--- config.mk ---
export PLATFORM = sky130hd
export DESIGN_NAME = digit_scan_seq_flat
export DESIGN_NICKNAME = d
export VERILOG_FILES = /design/src/rtl/digit_scan_seq_if.sv /design/src/rtl/digit_scan_seq.sv /design/src/flat_wrapper.sv
export SDC_FILE = /design/constraint.sdc
export NUM_CORES = 1
export LEC_CHECK = 0
export BUFFER_PORTS_ARGS = -buffer_cell sky130_fd_sc_hd__buf_4
export CAP_MARGIN = 30
export CORE_ASPECT_RATIO = 0.8
export CORE_UTILIZATION = 35
export DETAILED_ROUTE_END_ITERATION = 10
export HOLD_SLACK_MARGIN = 0.03
export PLACE_DENSITY = 0.65
export SYNTH_ARGS = -nofsm -noshare
export SYNTH_HDL_FRONTEND = slang
export SYNTH_SLANG_ARGS = --single-unit
--- constraint.sdc ---
create_clock -name clk -period 2.1 [get_ports clk]
set_input_delay 0.315 -clock clk [delete_from_list [all_inputs] [get_ports clk]]
set_output_delay 0.315 -clock clk [all_outputs]
set_load 0.01 [all_outputs]
--- src/rtl/digit_scan_seq_if.sv ---
// Bus bundle for the digit-strobe sequencer.
// master: conversion source / display consumer side (drives en, eoc, bcd_in, or_in, single).
// slave : sequencer side (drives ds, q, du, busy, ovr).
interface digit_scan_seq_if #(
  parameter int unsigned NDIG = 4,
  parameter int unsigned BW   = 4
);
  logic             en;
  logic             eoc;
  logic [NDIG*BW-1:0] bcd_in;
  logic             or_in;
  logic             single;
  logic [NDIG-1:0]  ds;
  logic [BW-1:0]    q;
  logic             du;
  logic             busy;
  logic             ovr;

  modport master (
    output en, eoc, bcd_in, or_in, single,
    input  ds, q, du, busy, ovr
  );

  modport slave (
    input  en, eoc, bcd_in, or_in, single,
    output ds, q, du, busy, ovr
  );
endinterface

--- src/rtl/digit_scan_seq.sv ---
// Configurable digit-strobe sequencer for the MC14433 display path.
// Latches the conversion result on each accepted end-of-conversion and walks a
// one-hot strobe from MSD to LSD, presenting each digit's code for DIV cycles
// (the last GAP of which are blanked). Continuous or single-shot scanning.
// Ports:
//   clk  - system clock, rising edge
//   R    - asynchronous active-high reset
//   bus  - slave modport: en, eoc, bcd_in, or_in, single in;
//          ds (one-hot strobes), q (digit code), du (update pulse),
//          busy (scan active), ovr (latched overrange) out, all registered.
module digit_scan_seq #(
  parameter int unsigned NDIG = 4,
  parameter int unsigned DIV  = 8,
  parameter int unsigned GAP  = 2,
  parameter int unsigned BW   = 4
) (
  input  logic               clk,
  input  logic               R,
  digit_scan_seq_if.slave    bus
);

  localparam int unsigned CW      = (DIV > 1) ? $clog2(DIV) : 1;
  localparam int unsigned DGW     = (NDIG > 1) ? $clog2(NDIG) : 1;
  localparam int unsigned SLOT_ON = DIV - GAP;
  localparam int unsigned HW      = NDIG * BW;

  typedef enum logic {S_IDLE, S_SCAN} state_e;

  state_e          st_q, st_d;
  logic [CW-1:0]   cnt_q, cnt_d;
  logic [DGW-1:0]  dig_q, dig_d;
  logic [HW-1:0]   hold_bcd_q, hold_bcd_d;
  logic            hold_or_q, hold_or_d;
  logic [NDIG-1:0] ds_q, ds_d;
  logic [BW-1:0]   q_q, q_d;
  logic            du_q, du_d;
  logic            busy_q, busy_d;
  logic            acc;

  // eoc is only honoured while enabled
  assign acc = bus.en & bus.eoc;

  // State and output registers
  always_ff @(posedge clk or posedge R) begin
    if (R) begin
      st_q       <= S_IDLE;
      cnt_q      <= '0;
      dig_q      <= DGW'(NDIG - 1);
      hold_bcd_q <= '0;
      hold_or_q  <= 1'b0;
      ds_q       <= '0;
      q_q        <= '0;
      du_q       <= 1'b0;
      busy_q     <= 1'b0;
    end else begin
      st_q       <= st_d;
      cnt_q      <= cnt_d;
      dig_q      <= dig_d;
      hold_bcd_q <= hold_bcd_d;
      hold_or_q  <= hold_or_d;
      ds_q       <= ds_d;
      q_q        <= q_d;
      du_q       <= du_d;
      busy_q     <= busy_d;
    end
  end

  // Next-state; outputs are derived from the next state so they line up
  // with the counters on the same edge.
  always_comb begin
    st_d       = st_q;
    cnt_d      = cnt_q;
    dig_d      = dig_q;
    hold_bcd_d = hold_bcd_q;
    hold_or_d  = hold_or_q;
    du_d       = 1'b0;
    ds_d       = '0;
    q_d        = q_q;
    busy_d     = 1'b0;

    if (!bus.en) begin
      st_d  = S_IDLE;
      cnt_d = '0;
      dig_d = DGW'(NDIG - 1);
    end else if (acc) begin
      // restart wins over every other transition, including scan end
      st_d       = S_SCAN;
      cnt_d      = '0;
      dig_d      = DGW'(NDIG - 1);
      hold_bcd_d = bus.bcd_in;
      hold_or_d  = bus.or_in;
      du_d       = 1'b1;
    end else begin
      unique case (st_q)
        S_IDLE: begin
          if (!bus.single) begin
            st_d  = S_SCAN;
            cnt_d = '0;
            dig_d = DGW'(NDIG - 1);
          end
        end
        S_SCAN: begin
          if (cnt_q == CW'(DIV - 1)) begin
            cnt_d = '0;
            if (dig_q != '0) begin
              dig_d = dig_q - DGW'(1);
            end else begin
              // single is only looked at here, at the LSD slot end
              dig_d = DGW'(NDIG - 1);
              if (bus.single) begin
                st_d = S_IDLE;
              end
            end
          end else begin
            cnt_d = cnt_q + CW'(1);
          end
        end
        default: st_d = S_IDLE;
      endcase
    end

    if (st_d == S_SCAN) begin
      busy_d = 1'b1;
      q_d    = hold_bcd_d[BW*32'(dig_d) +: BW];
      if (32'(cnt_d) < SLOT_ON) begin
        ds_d = NDIG'(1) << dig_d;
      end
    end
  end

  assign bus.ds   = ds_q;
  assign bus.q    = q_q;
  assign bus.du   = du_q;
  assign bus.busy = busy_q;
  assign bus.ovr  = hold_or_q;

endmodule
--- src/flat_wrapper.sv ---
// flat-port wrapper written by rule: the top's interface ports become plain ports
module digit_scan_seq_flat 
#(
  parameter int unsigned NDIG = 4,
  parameter int unsigned DIV  = 8,
  parameter int unsigned GAP  = 2,
  parameter int unsigned BW   = 4
)
  (clk, R, bus_en, bus_eoc, bus_bcd_in, bus_or_in, bus_single, bus_ds, bus_q, bus_du, bus_busy, bus_ovr);
  digit_scan_seq_if #(.NDIG(NDIG), .BW(BW)) bus_i ();
  input  logic clk;
  input  logic R;
  input wire logic [$bits(bus_i.en)-1:0] bus_en;
  input wire logic [$bits(bus_i.eoc)-1:0] bus_eoc;
  input wire logic [$bits(bus_i.bcd_in)-1:0] bus_bcd_in;
  input wire logic [$bits(bus_i.or_in)-1:0] bus_or_in;
  input wire logic [$bits(bus_i.single)-1:0] bus_single;
  output wire logic [$bits(bus_i.ds)-1:0] bus_ds;
  output wire logic [$bits(bus_i.q)-1:0] bus_q;
  output wire logic [$bits(bus_i.du)-1:0] bus_du;
  output wire logic [$bits(bus_i.busy)-1:0] bus_busy;
  output wire logic [$bits(bus_i.ovr)-1:0] bus_ovr;
  assign bus_i.en = bus_en;
  assign bus_i.eoc = bus_eoc;
  assign bus_i.bcd_in = bus_bcd_in;
  assign bus_i.or_in = bus_or_in;
  assign bus_i.single = bus_single;
  assign bus_ds = bus_i.ds;
  assign bus_q = bus_i.q;
  assign bus_du = bus_i.du;
  assign bus_busy = bus_i.busy;
  assign bus_ovr = bus_i.ovr;
  digit_scan_seq #(.NDIG(NDIG), .DIV(DIV), .GAP(GAP), .BW(BW)) u_core (.clk(clk), .R(R), .bus(bus_i));
endmodule
==> results.cfg, run 1 <==
[outcome]
status = finished clean

[synthesis]
ys_seq_elements = 32
ys_types = 35
synth_fp_nets = 146
synthAdderAreaFrac_pct = 3.36
syn_area_per_cell_um2 = 12.4
ys_warn_count = 0
synthXorXnorAreaFrac_pct = 0
ys_seq_area_share_pct = 53.9
synth-compound-area-share_pct = 9.74
netlist_area_um2 = 1490
syn_inst = 120
yosys.area_share.simple_pct = 12.7
synth_top_family_by_area = multiplexers
muxShareOfSynthArea_pct = 16.2

[global_route]
grt_pass1_vias = 1106
grt_first_pass_wirelength_mm = 4.85
grt_max_degree = 33
antenna_found_initial = 0
grt_usage_pct = 14.9
grt_overflow = 0

[clock_network]
cts-root-buf = clkbuf_8
numCtsBuffers = 5
cts.sinks = 32
htree_levels = 2
hold_buffers = 0
cts_tree = done
clkSlewWorstSetupHoldPaths_ns = 0.06
clkLatencyLatePin_ns = 0.28
cts_buffer_depth = 2

[critical_path]
r2r_end = u_core.bus.q[3]$_DFFE_PP0P_
cp_max_fo = 4
reg2reg_depth = 7
regToRegSetupSlack_ns = 0.10
required_ns = 2.30
timing.rr.start = u_core.dig_q[1]$_DFF_PP1_
start_kind = register
cp.arrival_ns = 2.20
worstSetupPathType = register to register
end_kind = register

[power]
leakagePower_nw = 0.940
p_clk_share_pct = 32.4
p_sw_mw = 0.336
switching_share_pct = 24.5
ir_drop_v = 0.000382
share_comb_of_total_power_pct = 15.7
seq_power_share_pct = 52.0
power.total_mw = 1.37
intPower_mw = 1.03
power_density_nw_per_um2 = 697

[timing]
post-route-min-period_ns = 2.00
fmax_mhz = 500
rsz0062_at_grt = no
final.period_utilization_pct = 95.1
relSlewSlack_pct = 71.1
hold_viol = 0
worstMarginPinSlew_ns = 0.432
final.setup.worst_slack_ns = 0.102
slew_violations = 0
fin_skew_ns = 0.00472
setup_viol = 0

[finish]
area_growth_pct = 32.0
antenna_cells = 0
nets = 191
post-route-util_pct = 50.1
stdcell_area_um2 = 1970
final_layout_size_suffix_gt1_share_pct = 48.2
final_cell_mix = buf_4, dfrtp_1, mux2_2
final_common_cell = buf_4
stdcell_count = 221

[route]
antenna_left = 0
via_per_inst = 4.85
initialDrtViolationCount = 57
drt_wl_total_mm = 2.93
wl_per_cell_um = 13.3
post-route-drc-count = 0
num_vias = 1072
firstDrtPassIters = 4

[placed_design]
place_area_um2 = 1810
dp.cells = 209
place_ws_ns = -0.0817
numPortBuffers = 32
gp_congestion = 0.803
dpl.hpwl_mm = 2.12

[die]
rows = 20
io_pins = 33
fp.coreArea_um2 = 3930
dieArea_um2 = 4520
start_util_pct = 37.9
dieWidth_um = 75.0
fp.dieH_um = 60.4

[min_path]
hold_path.class = input port to asynchronous set/reset pin

[run]
cap_viol_max_count = 0
==> routing by layer <==
layer	GRT usage, %	routed length, µm	vias up
li1	-	-	519
met1	18.2	1340	524
met2	23.4	1390	24
met3	6.48	171	5
met4	5.93	30	0
met5	0	0	-
==> registers in the layout, indices dropped and copies added (netlist names) <==
register and cells:
u_core.bus.busy 1, u_core.bus.ds 4, u_core.bus.du 1, u_core.bus.ovr 1
u_core.bus.q 4, u_core.cnt_q 3, u_core.dig_q 2, u_core.hold_bcd_q 16
==> worst max-delay path: stages (launching register included) <==
cell      delay, ns
dfstp_2        0.54
inv_1          0.05
ha_1           0.25
and3_1         0.16
o221a_4        0.24
inv_4          0.04
or4_1          0.53
o211ai_1       0.10
==> what timing repair did <==
action                                  CTS  global route
gates cloned                              0             0
buffers inserted                          3             1
endpoints found under the setup margin    2             4
resized for setup                         1             8
pin swaps                                 2             2
==> Yosys cell counts <==
| cell type | number | area share, % |
|---|---|---|
| nor3b_1 | 1 | 0.50 |
| buf_2 | 2 | 0.67 |
| a2111o_1 | 1 | 0.76 |
| a2111oi_4 | 1 | 1.8 |
| nor4_1 | 1 | 0.42 |
| and2_1 | 1 | 0.42 |
| buf_6 | 2 | 1.5 |
| or4_1 | 2 | 1.0 |
| nand3_1 | 1 | 0.34 |
| and3_1 | 1 | 0.42 |
| dfstp_2 | 2 | 3.5 |
| a22o_1 | 1 | 0.59 |
| ha_1 | 4 | 3.4 |
| mux2i_1 | 5 | 3.4 |
| nand2b_1 | 1 | 0.42 |
| mux2_2 | 17 | 13 |
| nor3_2 | 1 | 0.67 |
| inv_4 | 1 | 0.42 |
| o211ai_1 | 4 | 2.0 |
| nor2_2 | 1 | 0.42 |
| a21oi_1 | 6 | 2.0 |
| inv_1 | 6 | 1.5 |
| o221a_2 | 1 | 0.76 |
| a211o_1 | 1 | 0.59 |
| o21ai_0 | 2 | 0.67 |
| nor2_1 | 7 | 1.8 |
| nand2_2 | 1 | 0.42 |
| a21boi_1 | 1 | 0.50 |
| nand3b_1 | 2 | 1.0 |
| nor2b_1 | 2 | 0.84 |
| nand2_1 | 5 | 1.3 |
| dfrtp_1 | 30 | 50 |
| nand2b_4 | 1 | 0.92 |
| nor3_1 | 3 | 1.0 |
| or3_1 | 2 | 0.84 |
==> power by group through the flow <==
stage | Combinational, mW | Sequential (mW) | Clock [mW]
after floorplan | 0.120 | 0.722 | 0
after global routing | 0.238 | 0.719 | 0.489
after detailed placement | 0.217 | 0.723 | 0
after CTS | 0.219 | 0.712 | 0.453
after global placement | 0.212 | 0.720 | 0
final | 0.215 | 0.712 | 0.444
==> per-stage QoR <==
stage | hold slack [ns] | setup TNS, ns
finish | 0.115 | 0
global route | 0.155 | 0
CTS | 0.133 | 0
detailed placement | 0.432 | -0.132
global placement | 0.421 | 0
floorplan | 0.430 | 0
==> area by class of cell <==
cell class	count	area, µm²
clock buffers	7	76.3
clock inverters	1	5.00
fillers	349	1960
inverters	7	28.8
multi-input cells	77	668
flip-flops and latches	32	805
well taps	55	68.8
repair buffers	42	315
==> cell families after synthesis <==
group / Yosys count
DFF: 32
AOI/OAI and AO/OA: 18
muxes: 22
adders and majority gates: 4
buffers and inverters: 11
and+or+nand+nor: 33
==> how the worst max path moves through the flow <==
stage,startpoint,to,slack [ns],cells past startpoint
after floorplan,u_core.cnt_q[0]$_DFFE_PP0P_,u_core.bus.q[0]$_DFFE_PP0P_,0.08,8
after global placement,u_core.cnt_q[0]$_DFFE_PP0P_,u_core.bus.q[0]$_DFFE_PP0P_,0.01,6
after detailed placement,u_core.cnt_q[0]$_DFFE_PP0P_,u_core.bus.q[0]$_DFFE_PP0P_,-0.08,6
after CTS,u_core.cnt_q[0]$_DFFE_PP0P_,u_core.bus.q[0]$_DFFE_PP0P_,0.04,7
after global routing,u_core.dig_q[1]$_DFF_PP1_,u_core.bus.q[3]$_DFFE_PP0P_,0.03,7
final,u_core.dig_q[1]$_DFF_PP1_,u_core.bus.q[3]$_DFFE_PP0P_,0.10,7
(Power assumes the default switching activity.)
==> inputs of run 2 (changes only) <==
--- a/config.mk
+++ b/config.mk
@@ -5,13 +5,13 @@
 export SDC_FILE = /design/constraint.sdc
 export NUM_CORES = 1
 export LEC_CHECK = 0
-export BUFFER_PORTS_ARGS = -buffer_cell sky130_fd_sc_hd__buf_4
 export CAP_MARGIN = 30
 export CORE_ASPECT_RATIO = 0.8
 export CORE_UTILIZATION = 35
 export DETAILED_ROUTE_END_ITERATION = 10
+export DONT_BUFFER_PORTS = 1
 export HOLD_SLACK_MARGIN = 0.03
-export PLACE_DENSITY = 0.65
+export PLACE_DENSITY = 0.58
 export SYNTH_ARGS = -nofsm -noshare
 export SYNTH_HDL_FRONTEND = slang
 export SYNTH_SLANG_ARGS = --single-unit
==> results.cfg, run 2 (same netlist as run 1, synthesis figures left out) <==
[critical_path]
cp_max_fo = 4
cp.arrival_ns = 2.20
endpoint = u_core.bus.q[0]$_DFFE_PP0P_
required_ns = 2.29
worstSetupPathType = register to register
timing.rr.start = u_core.dig_q[0]$_DFF_PP1_
start_kind = register
startpoint = u_core.dig_q[0]$_DFF_PP1_
reg2reg_depth = 7
end_kind = register
r2r_end = u_core.bus.q[0]$_DFFE_PP0P_
regToRegSetupSlack_ns = 0.09

[route]
num_vias = 965
via_per_inst = 5.13
drt_wl_total_mm = 2.92
wl_per_cell_um = 15.5
antenna_left = 0
initialDrtViolationCount = 73
firstDrtPassIters = 4
post-route-drc-count = 0

[finish]
largest_reg_flops = 16
nets = 158
final_cell_mix = dfrtp_1, mux2_2, buf_4
stdcell_count = 188
regMostFlops = u_core.hold_bcd_q
area_growth_pct = 13.9
fillers = 370
final_common_cell = dfrtp_1
antenna_cells = 0
final_layout_size_suffix_gt1_share_pct = 32.3

[clock_network]
cts_tree = done
cts.sinks = 32
htree_levels = 2
clkLatencyLatePin_ns = 0.27
numCtsBuffers = 5
cts-root-buf = clkbuf_8
cts_buffer_depth = 2
clkSlewWorstSetupHoldPaths_ns = 0.06

[global_route]
grt_first_pass_wirelength_mm = 4.52
grt_max_degree = 33
grt_usage_pct = 14.0
antenna_found_initial = 0
grt_pass1_vias = 996
grt_overflow = 0

[timing]
final.setup.worst_slack_ns = 0.0898
rsz0062_at_grt = no
fmax_mhz = 497
setup_viol = 0
worstMarginPinSlew_ns = 0.407
slew_violations = 0
final.period_utilization_pct = 95.7
post-route-min-period_ns = 2.01
tns_ns = 0
fin_skew_ns = 0.00290
hold_viol = 0
relSlewSlack_pct = 72.9

[min_path]
hold_path.class = input port to asynchronous set/reset pin

[power]
power.total_mw = 1.31
leakagePower_nw = 0.771
ir_drop_v = 0.000479
power_density_nw_per_um2 = 770

[placed_design]
dpl.hpwl_mm = 2.20
dp.cells = 179
gp_congestion = 0.750
numPortBuffers = 0
place_ws_ns = -0.0275

[die]
dieWidth_um = 75.0
fp.dieH_um = 60.4
start_util_pct = 37.9
fp.coreArea_um2 = 3930
dieArea_um2 = 4520
rows = 20
io_pins = 33

[run]
cap_viol_max_count = 0

[outcome]
status = finished clean
[run 2: cell count changes in the layout (fill, tap and decap cells not counted), sizes merged]
cell	previous run	this run
buf	42	9
[run 2: worst min path at each step]
stage                                           to  slack, ns
floorplan                u_core.bus.busy$_DFF_PP0_       0.43
global placement           u_core.bus.du$_DFF_PP0_       0.31
detailed placement      u_core.bus.ds[2]$_DFF_PP0_       0.32
CTS                 u_core.hold_bcd_q[0]$_DFF_PP0_       0.03
global route               u_core.bus.du$_DFF_PP0_       0.04
finish                  u_core.bus.ds[0]$_DFF_PP0_       0.02
[run 2: stage by stage]
stage	hold WS [ns]	cell area (µm²)	util [%]
final	0.0166	1700	43.2
after global routing	0.0447	1700	43.2
after CTS	0.0305	1670	42.5
after detailed placement	0.320	1590	40.4
after global placement	0.308	1590	40.4
after floorplan	0.430	1490	-
[run 2: layout make-up]
type | instances | area, µm² | share of cell area, %
inverter | 7 | 28.8 | 1.70
sequential | 32 | 803 | 47.3
multi-input combinational | 77 | 647 | 38.1
clock buffer | 7 | 76.3 | 4.50
clock inverter | 1 | 5.00 | 0.295
timing repair buffer | 9 | 67.6 | 3.98
tap | 55 | 68.8 | 4.06
[run 2: layer usage]
layer / part of all wire (%) / up-vias / global-route usage [%]
met3: 6.2 / 5 / 5.15
li1: - / 451 / -
met1: 45 / 480 / 18.0
met2: 48 / 29 / 22.0
met5: 0 / - / 0
met4: 0.86 / 0 / 5.12
[run 2: worst max-delay path, stage by stage, from the launching register on]
cell and delay (ns):
dfstp_2 0.53, inv_1 0.04, ha_1 0.26, and3_1 0.14, o221a_2 0.29, inv_4 0.04, or4_1 0.51, o211ai_1 0.11
[run 2: power breakdown]
group	internal (mW)	switching [mW]	total (mW)	leakage [nW]
clock	0.232	0.205	0.437	0.0422
combinational	0.0749	0.0738	0.149	0.339
sequential	0.683	0.0392	0.722	0.390
[run 2: what timing repair did]
action / in CTS / in global routing
setup endpoints to repair: 3 / 4
buffers inserted: 0 / 1
hold buffers: 0 / 0
resized for setup: 1 / 3
endpoints found under the hold margin: 0 / 0
pin swaps: 1 / 1
